==> src/rtl/fp4_pkg.sv <==
// Shared FP4 (E2M1) types and the tag carried alongside each multiply.
package fp4_pkg;
  typedef logic [3:0] fp4_t;

  // E2M1 field positions
  localparam int FP4_SIGN_BIT = 3;
  localparam int FP4_EXP_MSB  = 2;
  localparam int FP4_EXP_LSB  = 1;
  localparam int FP4_MAN_BIT  = 0;

  // Tag id is sized for the largest supported requester count (8)
  localparam int TAG_ID_W = 3;

  typedef struct packed {
    logic                valid;
    logic [TAG_ID_W-1:0] id;
  } mul_tag_t;

  localparam int MUL_LAT_DEF = 2;
endpackage

==> src/rtl/rr_arbiter.sv <==
// Round-robin arbiter: searches req_i starting at ptr_i, wrapping modulo
// NUM_REQ, and grants the first asserted request.
module rr_arbiter #(
  parameter int NUM_REQ = 4,
  parameter int ID_W    = $clog2(NUM_REQ)
) (
  input  logic [NUM_REQ-1:0] req_i,
  input  logic [ID_W-1:0]    ptr_i,
  output logic [NUM_REQ-1:0] gnt_o,
  output logic [ID_W-1:0]    gnt_idx_o,
  output logic               gnt_any_o
);
  // First requester at or after the pointer wins
  always_comb begin
    int k;
    gnt_o     = '0;
    gnt_idx_o = '0;
    gnt_any_o = 1'b0;
    k         = 0;
    for (int i = 0; i < NUM_REQ; i++) begin
      k = int'(ptr_i) + i;
      if (k >= NUM_REQ) k = k - NUM_REQ;
      if (!gnt_any_o && req_i[ID_W'(k)]) begin
        gnt_any_o         = 1'b1;
        gnt_o[ID_W'(k)]   = 1'b1;
        gnt_idx_o         = ID_W'(k);
      end
    end
  end
endmodule

==> src/rtl/fp4_mul_arbiter.sv <==
// Shares one FP4 multiplier between NUM_REQ requesters. Grants round-robin,
// tags each issue with its requester id through the multiplier latency and
// steers the returning result back to that requester.
module fp4_mul_arbiter
  import fp4_pkg::*;
#(
  parameter int NUM_REQ = 4,
  parameter int ID_W    = $clog2(NUM_REQ),
  parameter int MUL_LAT = MUL_LAT_DEF,
  parameter int CNT_W   = 16
) (
  input  logic                 i_clk,
  input  logic                 i_rst,
  input  logic                 i_enable,
  input  logic [NUM_REQ-1:0]   i_req_valid,
  input  logic [NUM_REQ*4-1:0] i_req_a,
  input  logic [NUM_REQ*4-1:0] i_req_b,
  output logic [NUM_REQ-1:0]   o_req_ready,
  output logic                 o_mul_valid,
  output fp4_t                 o_mul_a,
  output fp4_t                 o_mul_b,
  input  fp4_t                 i_mul_result,
  input  logic                 i_mul_valid,
  output logic [NUM_REQ-1:0]   o_rsp_valid,
  output fp4_t                 o_rsp_data,
  output logic [ID_W-1:0]      o_rsp_id,
  output logic                 o_busy,
  output logic [CNT_W-1:0]     o_issue_cnt,
  output logic                 o_err
);
  logic [NUM_REQ-1:0] cand;
  logic [NUM_REQ-1:0] gnt;
  logic [ID_W-1:0]    gnt_idx;
  logic               gnt_any;
  logic [ID_W-1:0]    ptr_q, ptr_d;
  logic [CNT_W-1:0]   cnt_q;
  logic               err_q;
  mul_tag_t           tag_q [MUL_LAT];
  mul_tag_t           tag_in, tag_exit;

  // Nothing competes while disabled or held in reset
  assign cand = (i_enable && !i_rst) ? i_req_valid : '0;

  rr_arbiter #(.NUM_REQ(NUM_REQ), .ID_W(ID_W)) u_arb (
    .req_i     (cand),
    .ptr_i     (ptr_q),
    .gnt_o     (gnt),
    .gnt_idx_o (gnt_idx),
    .gnt_any_o (gnt_any)
  );

  assign o_req_ready = gnt;
  assign o_mul_valid = gnt_any;
  assign o_mul_a     = gnt_any ? i_req_a[{gnt_idx, 2'b00} +: 4] : '0;
  assign o_mul_b     = gnt_any ? i_req_b[{gnt_idx, 2'b00} +: 4] : '0;

  // Next pointer sits just past the winner; holds when nothing is granted
  always_comb begin
    ptr_d = ptr_q;
    if (gnt_any) ptr_d = (gnt_idx == ID_W'(NUM_REQ - 1)) ? '0 : gnt_idx + ID_W'(1);
  end

  assign tag_in   = '{valid: gnt_any, id: TAG_ID_W'(gnt_idx)};
  assign tag_exit = tag_q[MUL_LAT-1];

  // Pointer, issue counter and sticky error flag
  always_ff @(posedge i_clk) begin
    if (i_rst) begin
      ptr_q <= '0;
      cnt_q <= '0;
      err_q <= 1'b0;
    end else begin
      ptr_q <= ptr_d;
      if (gnt_any) cnt_q <= cnt_q + CNT_W'(1);
      if (i_mul_valid != tag_exit.valid) err_q <= 1'b1;
    end
  end

  // Tag shift register mirrors the multiplier pipeline depth
  always_ff @(posedge i_clk) begin
    if (i_rst) begin
      for (int i = 0; i < MUL_LAT; i++) tag_q[i] <= '0;
    end else begin
      tag_q[0] <= tag_in;
      for (int i = 1; i < MUL_LAT; i++) tag_q[i] <= tag_q[i-1];
    end
  end

  // Route a result only when the multiplier and the tag agree it is live
  always_comb begin
    o_rsp_valid = '0;
    o_rsp_data  = '0;
    o_rsp_id    = '0;
    if (i_mul_valid && tag_exit.valid) begin
      o_rsp_valid[tag_exit.id[ID_W-1:0]] = 1'b1;
      o_rsp_data = i_mul_result;
      o_rsp_id   = tag_exit.id[ID_W-1:0];
    end
  end

  // Busy while any stage holds a live tag
  always_comb begin
    o_busy = 1'b0;
    for (int i = 0; i < MUL_LAT; i++) o_busy = o_busy | tag_q[i].valid;
  end

  assign o_issue_cnt = cnt_q;
  assign o_err       = err_q;
endmodule

==> config.mk <==
export PLATFORM = sky130hd
export DESIGN_NAME = fp4_mul_arbiter
export DESIGN_NICKNAME = d
export VERILOG_FILES = /design/src/rtl/fp4_pkg.sv /design/src/rtl/rr_arbiter.sv /design/src/rtl/fp4_mul_arbiter.sv
export SDC_FILE = /design/constraint.sdc
export NUM_CORES = 1
export LEC_CHECK = 0
export ABC_AREA = 1
export BUFFER_PORTS_ARGS = -buffer_cell sky130_fd_sc_hd__buf_2
export CAP_MARGIN = 25
export CORE_ASPECT_RATIO = 1.2
export CORE_MARGIN = 2
export CORE_UTILIZATION = 45
export CTS_CLUSTER_DIAMETER = 150
export DETAILED_ROUTE_END_ITERATION = 16
export MAX_ROUTING_LAYER = met4
export PLACE_DENSITY = 0.87
export RECOVER_POWER = 25
export SYNTH_ARGS = -nofsm -noshare
export SYNTH_HDL_FRONTEND = slang
export SYNTH_SLANG_ARGS = --single-unit
export TNS_END_PERCENT = 30
==> constraint.sdc <==
create_clock -name i_clk -period 2.4 [get_ports i_clk]
set_clock_uncertainty 0.1 [all_clocks]
set_input_delay 0 -clock i_clk [delete_from_list [all_inputs] [get_ports i_clk]]
set_output_delay 0 -clock i_clk [all_outputs]
set_load 0.005 [all_outputs]
==> impl_metrics.csv, run 1 <==
group,metric,value,unit
status,status,"complete, but fails checks",
status,violations,"setup timing",
synthesis,synth_ff_type,"dfxtp_1",
final_layout,final_area,3080,um^2
floorplanning,die_h,80.7,um
final_layout,syn_to_final_growth,39.8,%
worst_setup_path,worst-setup-path-type,"flop to primary output",
grt,track_usage,22.0,%
sta,holdWs,0.154,ns
worst_setup_path,worstPathRequired,2.30,ns
sta,slew_headroom,54.7,%
power,pwr_density_cell,1300,nW/um^2
sta,worstMarginPinSlew,0.679,ns
worst_hold_path,hold_class,"input pin to primary output",
worst_setup_path,path_cells,"inv_4 > buf_8 > nand4_1 > nand3_4 > nand2_8 > a21oi_4 > nand2_8 > buf_12 > nand2_8 > nand2_1 > nand2_1 > nand2_1 > a21oi_1 > buf_2",
route,vias_per_cell,5.24,
synthesis,syn-num-nets,398,
floorplanning,coreArea,4660,um^2
cts,cts_root_buffer,"clkbuf_8",
sta,maxSlewViolCount,0,
worst_hold_path,hold_depth,4,
power,pwr-share-seq,13.7,%
worst_setup_path,regToRegEndpoint,"o_issue_cnt[7]",
placement,placed_area,2650,um^2
power,power_switching,2.10,mW
final_layout,layout.nets,513,
synthesis,async_flop_share,0,%
cts,clock_path_buffers,2,
power,power_frac_clock,6.1,%
route,drtAntennaViolNets,0,
route,routedWlPerCell,13.3,um
synthesis,synth_edf_count,0,
synthesis,synth_seq_cells,25,
final_layout,drive_above_1_share,36.9,%
power,p_comb_share,80.2,%
grt,grt_pass1_wl,9.34,mm
cts,cts_tree,"built",
power,ir_worst_vdd,0.862,mV
worst_setup_path,cp_slowest_cell,"dfxtp_4",
sta,fin_crit,2.49,ns
synthesis,syn-cell-area,2200,um^2
route,wirelength,6.85,mm
route,vias,2703,
worst_setup_path,r2r_start,"ptr_q[0]",
floorplanning,initial_utilization,47.3,%
grt,grt_max_degree,19,
synthesis,seq_area_frac_synth,22.7,%
placement,place.gp.congestion,0.973,
sta,fmax,401,MHz
worst_setup_path,worstPathArrival,2.39,ns
route,drtIter0Drc,193,
cts,clock_latency,0.26,ns
synthesis,avgSynthCellArea,6.41,um^2
cts,numCtsBuffers,3,
floorplanning,chipWidth,67.9,um
cts,path_clk_slew,0.08,ns
placement,hpwl,4.54,mm
worst_hold_path,hold_start,"i_mul_result[3]",
synthesis,yosys.cell_count.top_type,"nand2_1",
synthesis,ys_types,36,
floorplanning,ios,85,
placement,io_buffers,84,
synthesis,synth_cells,344,
sta,hold_violations,0,
grt,grt_pass1_vias,2291,
floorplanning,dieArea,5470,um^2
worst_hold_path,min_to,"o_rsp_data[3]",
flow_run,max_cap_violations,0,
route,dr.pass1.iters,4,
grt,antenna_found_initial,0,
worst_setup_path,r2r_cells,15,
worst_setup_path,crit_path_start_kind,"flop",
synthesis,synth.largest_area_cell,"dfxtp_1",
worst_setup_path,max_stage_delay,0.37,ns
sta,finalSetupViolCount,2,
worst_setup_path,cp-end-kind,"primary output",
grt,grt_overflow,0,
power,p_int,1.91,mW
worst_setup_path,path_max_fanout,7,
worst_setup_path,reg2reg_slack,0.16,ns
floorplanning,fp-row-count,27,
power,swShare,52.3,%
synthesis,synth_top_area_share,22.7,%
final_layout,diodes,0,
sta,min_period_over_period,104,%
cts,cts-htree-levels,1,
cts,cts_sinks,25,
sta,rsz0062_at_grt,"yes",
power,p_leak,1.57,nW
synthesis,yosysWarnings,0,
synthesis,ys_top_cells_by_count,"nand2_1, nand3_1, inv_1, dfxtp_1, nor2_1",
route,drc_errors,0,
sta,setup_ws,-0.0912,ns
synthesis,synthTopCellsByArea,"dfxtp_1, nand2_1, nand3_1",
-- repair_timing --
item / in CTS / in global routing
endpoints found under the hold margin: 2 / 0
hold buffers: 2 / 0
setup buffers: 3 / 20
gates resized for setup: 12 / 27
setup endpoints to repair: 8 / 8
cloned: 1 / 4
pin swaps: 4 / 17
-- area by class of cell --
cell class | instances | area, um^2
Fill cell | 414 | 1580
Multi-Input combinational cell | 259 | 1550
Clock buffer | 3 | 41.3
Sequential cell | 25 | 504
Clock inverter | 1 | 5.00
Inverter | 54 | 218
Timing Repair Buffer | 116 | 693
Tap cell | 58 | 72.6
-- power by group through the flow --
stage	Sequential, mW	Combinational (mW)	Clock (mW)
detailed placement	0.552	2.32	0
global route	0.558	3.50	0.275
global placement	0.549	2.28	0
floorplan	0.557	1.75	0
CTS	0.545	2.63	0.259
finish	0.551	3.22	0.243
-- sequential cells by signal, summed over array words and instances (netlist names) --
register / count
o_err: 1
tag_q: 6
o_issue_cnt: 16
ptr_q: 2
-- cell usage in the layout, fill, tap and decap left out, drive strengths merged --
master	synthesis	final
ha	10	10
nand4	6	6
a22oi	1	1
xor2	3	3
o211ai	1	1
or2	1	1
a21oi	22	22
nor3	9	9
a211oi	1	1
xnor2	5	5
clkinv	1	2
and3	1	1
buf	10	106
nand2	102	106
nor2	24	24
nor4	3	3
o21ai	5	5
clkbuf	1	11
dlygate4sd3	0	2
dfxtp	25	25
o2111ai	3	3
nand3	57	58
inv	53	53
-- critical path: cells and delay by family, from the launching register on --
family | cells | cell delay (ns)
flip-flops | 1 | 0.37
AO/OA/AOI/OAI | 2 | 0.41
buffers and inverters | 4 | 0.48
AND/OR/NAND/NOR | 8 | 0.86
-- cell families (layout without fill, tap and decap cells) --
| family | count (synthesis) | after routing | share of synthesized area (%) |
|---|---|---|---|
| DFF | 25 | 25 | 22.7 |
| xor gates and xnor gates | 8 | 8 | 3.18 |
| AOI/OAI and AO/OA | 33 | 33 | 8.69 |
| and+or+nand+nor | 203 | 208 | 45.5 |
| adders and majority gates | 10 | 10 | 5.68 |
| buffers and inverters | 65 | 174 | 14.2 |
-- how the worst max path moves through the flow --
stage | from | to | slack, ns
3_5_place_dp | ptr_q[0] | o_mul_b[0] | 0.15
6_report | ptr_q[0] | o_mul_b[0] | -0.09
4_1_cts | ptr_q[0] | o_mul_a[2] | 0.03
5_1_grt | ptr_q[0] | o_mul_b[0] | -0.19
2_1_floorplan | ptr_q[1] | ptr_q[1] | 0.19
3_3_place_gp | ptr_q[0] | o_mul_a[2] | 0.23
-- metrics by stage --
| step | setup WS, ns | TNS, ns | utilization [%] | power [mW] | std cells |
|---|---|---|---|---|---|
| 2_1_floorplan | 0.191 | 0 | - | 2.31 | 344 |
| 3_3_place_gp | 0.230 | 0 | 56.8 | 2.83 | 482 |
| 3_5_place_dp | 0.149 | 0 | 56.8 | 2.87 | 482 |
| 4_1_cts | 0.0308 | 0 | 60.3 | 3.43 | 492 |
| 5_1_grt | -0.188 | -0.757 | 66.1 | 4.33 | 516 |
| 6_report | -0.0912 | -0.143 | 66.1 | 4.01 | 516 |
-- metal layers --
layer  up-vias  track usage, %  wire [um]
met2       127            38.3       3680
met5         -               -          0
met3        24            2.10        441
met1      1205            25.0       2550
met4         0            10.2        180
li1       1347               -          -
No activity file was read; power rests on OpenSTA's default activity.
==> run 2: changes to the inputs <==
--- a/config.mk
+++ b/config.mk
@@ -8,9 +8,11 @@
 export ABC_AREA = 1
 export BUFFER_PORTS_ARGS = -buffer_cell sky130_fd_sc_hd__buf_2
 export CAP_MARGIN = 25
+export CELL_PAD_IN_SITES_DETAIL_PLACEMENT = 1
+export CELL_PAD_IN_SITES_GLOBAL_PLACEMENT = 1
 export CORE_ASPECT_RATIO = 1.2
 export CORE_MARGIN = 2
-export CORE_UTILIZATION = 45
+export CORE_UTILIZATION = 30
 export CTS_CLUSTER_DIAMETER = 150
 export DETAILED_ROUTE_END_ITERATION = 16
 export MAX_ROUTING_LAYER = met4
==> impl_metrics.csv, run 2 (synthesis results as in run 1) <==
group,metric,value,unit
worst_hold_path,hold_class,"input pin to flop",
worst_setup_path,cpMostUsedCell,"nand3_2",
worst_setup_path,cp_num_buf_inv,4,
sta,fmax,397,MHz
sta,setup_ws,-0.122,ns
grt,grt_pass1_vias,2692,
status,violations,"setup timing",
power,p_int,2.26,mW
cts,path_clk_slew,0.09,ns
sta,holdWs,0.0430,ns
sta,finalSetupViolCount,8,
route,vias_per_cell,5.19,
final_layout,final_cell_mix,"buf_2, nand2_1, inv_1",
placement,placed_area,2680,um^2
cts,cts_sinks,25,
worst_setup_path,worst-setup-path-type,"flop to primary output",
worst_setup_path,cp_slowest_cell,"dfxtp_4",
sta,rsz0062_at_grt,"yes",
floorplanning,ios,85,
cts,cts_tree,"built",
cts,cts-htree-levels,1,
floorplanning,dieArea,8050,um^2
floorplanning,chipWidth,82.2,um
cts,cts_root_buffer,"clkbuf_8",
cts,clock_latency,0.27,ns
final_layout,largest_register_ffs,16,
route,drtAntennaViolNets,0,
power,p_leak,1.64,nW
flow_run,max_cap_violations,0,
cts,clock_path_buffers,2,
sta,hold_violations,0,
final_layout,final_util,45.8,%
worst_setup_path,reg2reg_slack,0.05,ns
worst_setup_path,worstPathRequired,2.30,ns
worst_setup_path,path_max_fanout,8,
grt,antenna_found_initial,0,
sta,worstMarginPinSlew,0.525,ns
power,pwr-share-seq,11.6,%
final_layout,diodes,0,
final_layout,layout.nets,518,
final_layout,drive_above_1_share,42.5,%
grt,grt_pass1_wl,12.0,mm
worst_setup_path,crit_path_start_kind,"flop",
final_layout,final_common_cell,"buf_2",
status,status,"complete, but fails checks",
power,power_frac_clock,5.2,%
placement,place.gp.congestion,0.926,
route,drtIter0Drc,87,
placement,hpwl,5.68,mm
worst_setup_path,critPathTopFamily,"simple AND/OR/NAND/NOR gates",
worst_setup_path,path_cells,"buf_12 > nand4_1 > nand3_2 > nand2_8 > buf_6 > a21oi_4 > nand2_8 > buf_6 > nand3_2 > nand3_2 > a21oi_2 > buf_2",
power,ir_worst_vdd,0.795,mV
power,swShare,53.4,%
grt,track_usage,18.8,%
floorplanning,die_h,97.9,um
route,drc_errors,0,
sta,slew_headroom,64.7,%
final_layout,final_area,3290,um^2
sta,maxSlewViolCount,0,
route,dr.pass1.iters,4,
floorplanning,fp-row-count,34,
route,wirelength,9.66,mm
final_layout,syn_to_final_growth,49.4,%
sta,fin_crit,2.52,ns
power,p_comb_share,83.2,%
floorplanning,coreArea,7190,um^2
floorplanning,initial_utilization,30.6,%
worst_setup_path,worstPathArrival,2.42,ns
cts,numCtsBuffers,3,
grt,grt_max_degree,19,
route,vias,2870,
worst_setup_path,max_stage_delay,0.40,ns
placement,pre_cts_slack,0.0127,ns
sta,min_period_over_period,105,%
worst_setup_path,cp-end-kind,"primary output",
power,finalPower,4.86,mW
power,pwr_density_cell,1480,nW/um^2
route,routedWlPerCell,17.5,um
power,power_switching,2.60,mW
final_layout,nFillCells,958,
grt,grt_overflow,0,
placement,io_buffers,84,
run 2: worst paths after layout:
check	endpoint	cells after the start	startpoint
worst max-delay path	o_mul_b[1]	12	ptr_q[0]
worst min-delay path	o_issue_cnt[7]	4	i_rst
worst max register to register	ptr_q[1]	14	ptr_q[0]
worst min register to register	tag_q[0][4]	2	tag_q[0][0]
run 2: final cells by class:
cell class	count	area, um^2	area share (%)
tap	90	113	3.42
clock buffer	3	41.3	1.25
multi-input combinational	258	1640	49.9
sequential	25	505	15.4
inverter	54	220	6.69
clock inverter	1	5.00	0.152
timing repair buffer	122	763	23.2
run 2: layer usage:
metal / vias to the layer above / part of all wire, % / GRT usage [%]
met1: 1391 / 38 / 20.4
met4: 0 / 4.2 / 5.26
met2: 95 / 54 / 35.4
met5: - / 0 / -
met3: 33 / 3.8 / 1.39
li1: 1351 / - / -
run 2: timing repair:
item,in CTS,in global routing
endpoints found under the hold margin,3,0
gates resized for setup,11,56
cloned,1,3
setup endpoints to repair,9,8
buffers inserted,5,25
pin swaps,2,23
hold buffers,2,0
run 2: worst register-to-register path: cells and delay by family, from the launching register on:
family                 cells  cell delay [ns]
DFF                        1             0.40
AOI/OAI and AO/OA          1             0.23
buffers and inverters      5             0.52
and+or+nand+nor            8             1.01
run 2: through the flow:
step / TNS [ns] / cells
floorplan: 0 / 344
detailed placement: 0 / 513
global route: -1.65 / 553
finish: -0.649 / 553
CTS: -0.146 / 525
global placement: 0 / 513
run 2: power by group through the flow:
| stage | registers (mW) | clock network, mW | logic, mW |
|---|---|---|---|
| 4_1_cts | 0.548 | 0.258 | 2.71 |
| 3_3_place_gp | 0.553 | 0 | 2.31 |
| 2_1_floorplan | 0.557 | 0 | 1.75 |
| 5_1_grt | 0.572 | 0.272 | 4.31 |
| 6_report | 0.563 | 0.252 | 4.04 |
| 3_5_place_dp | 0.554 | 0 | 2.41 |
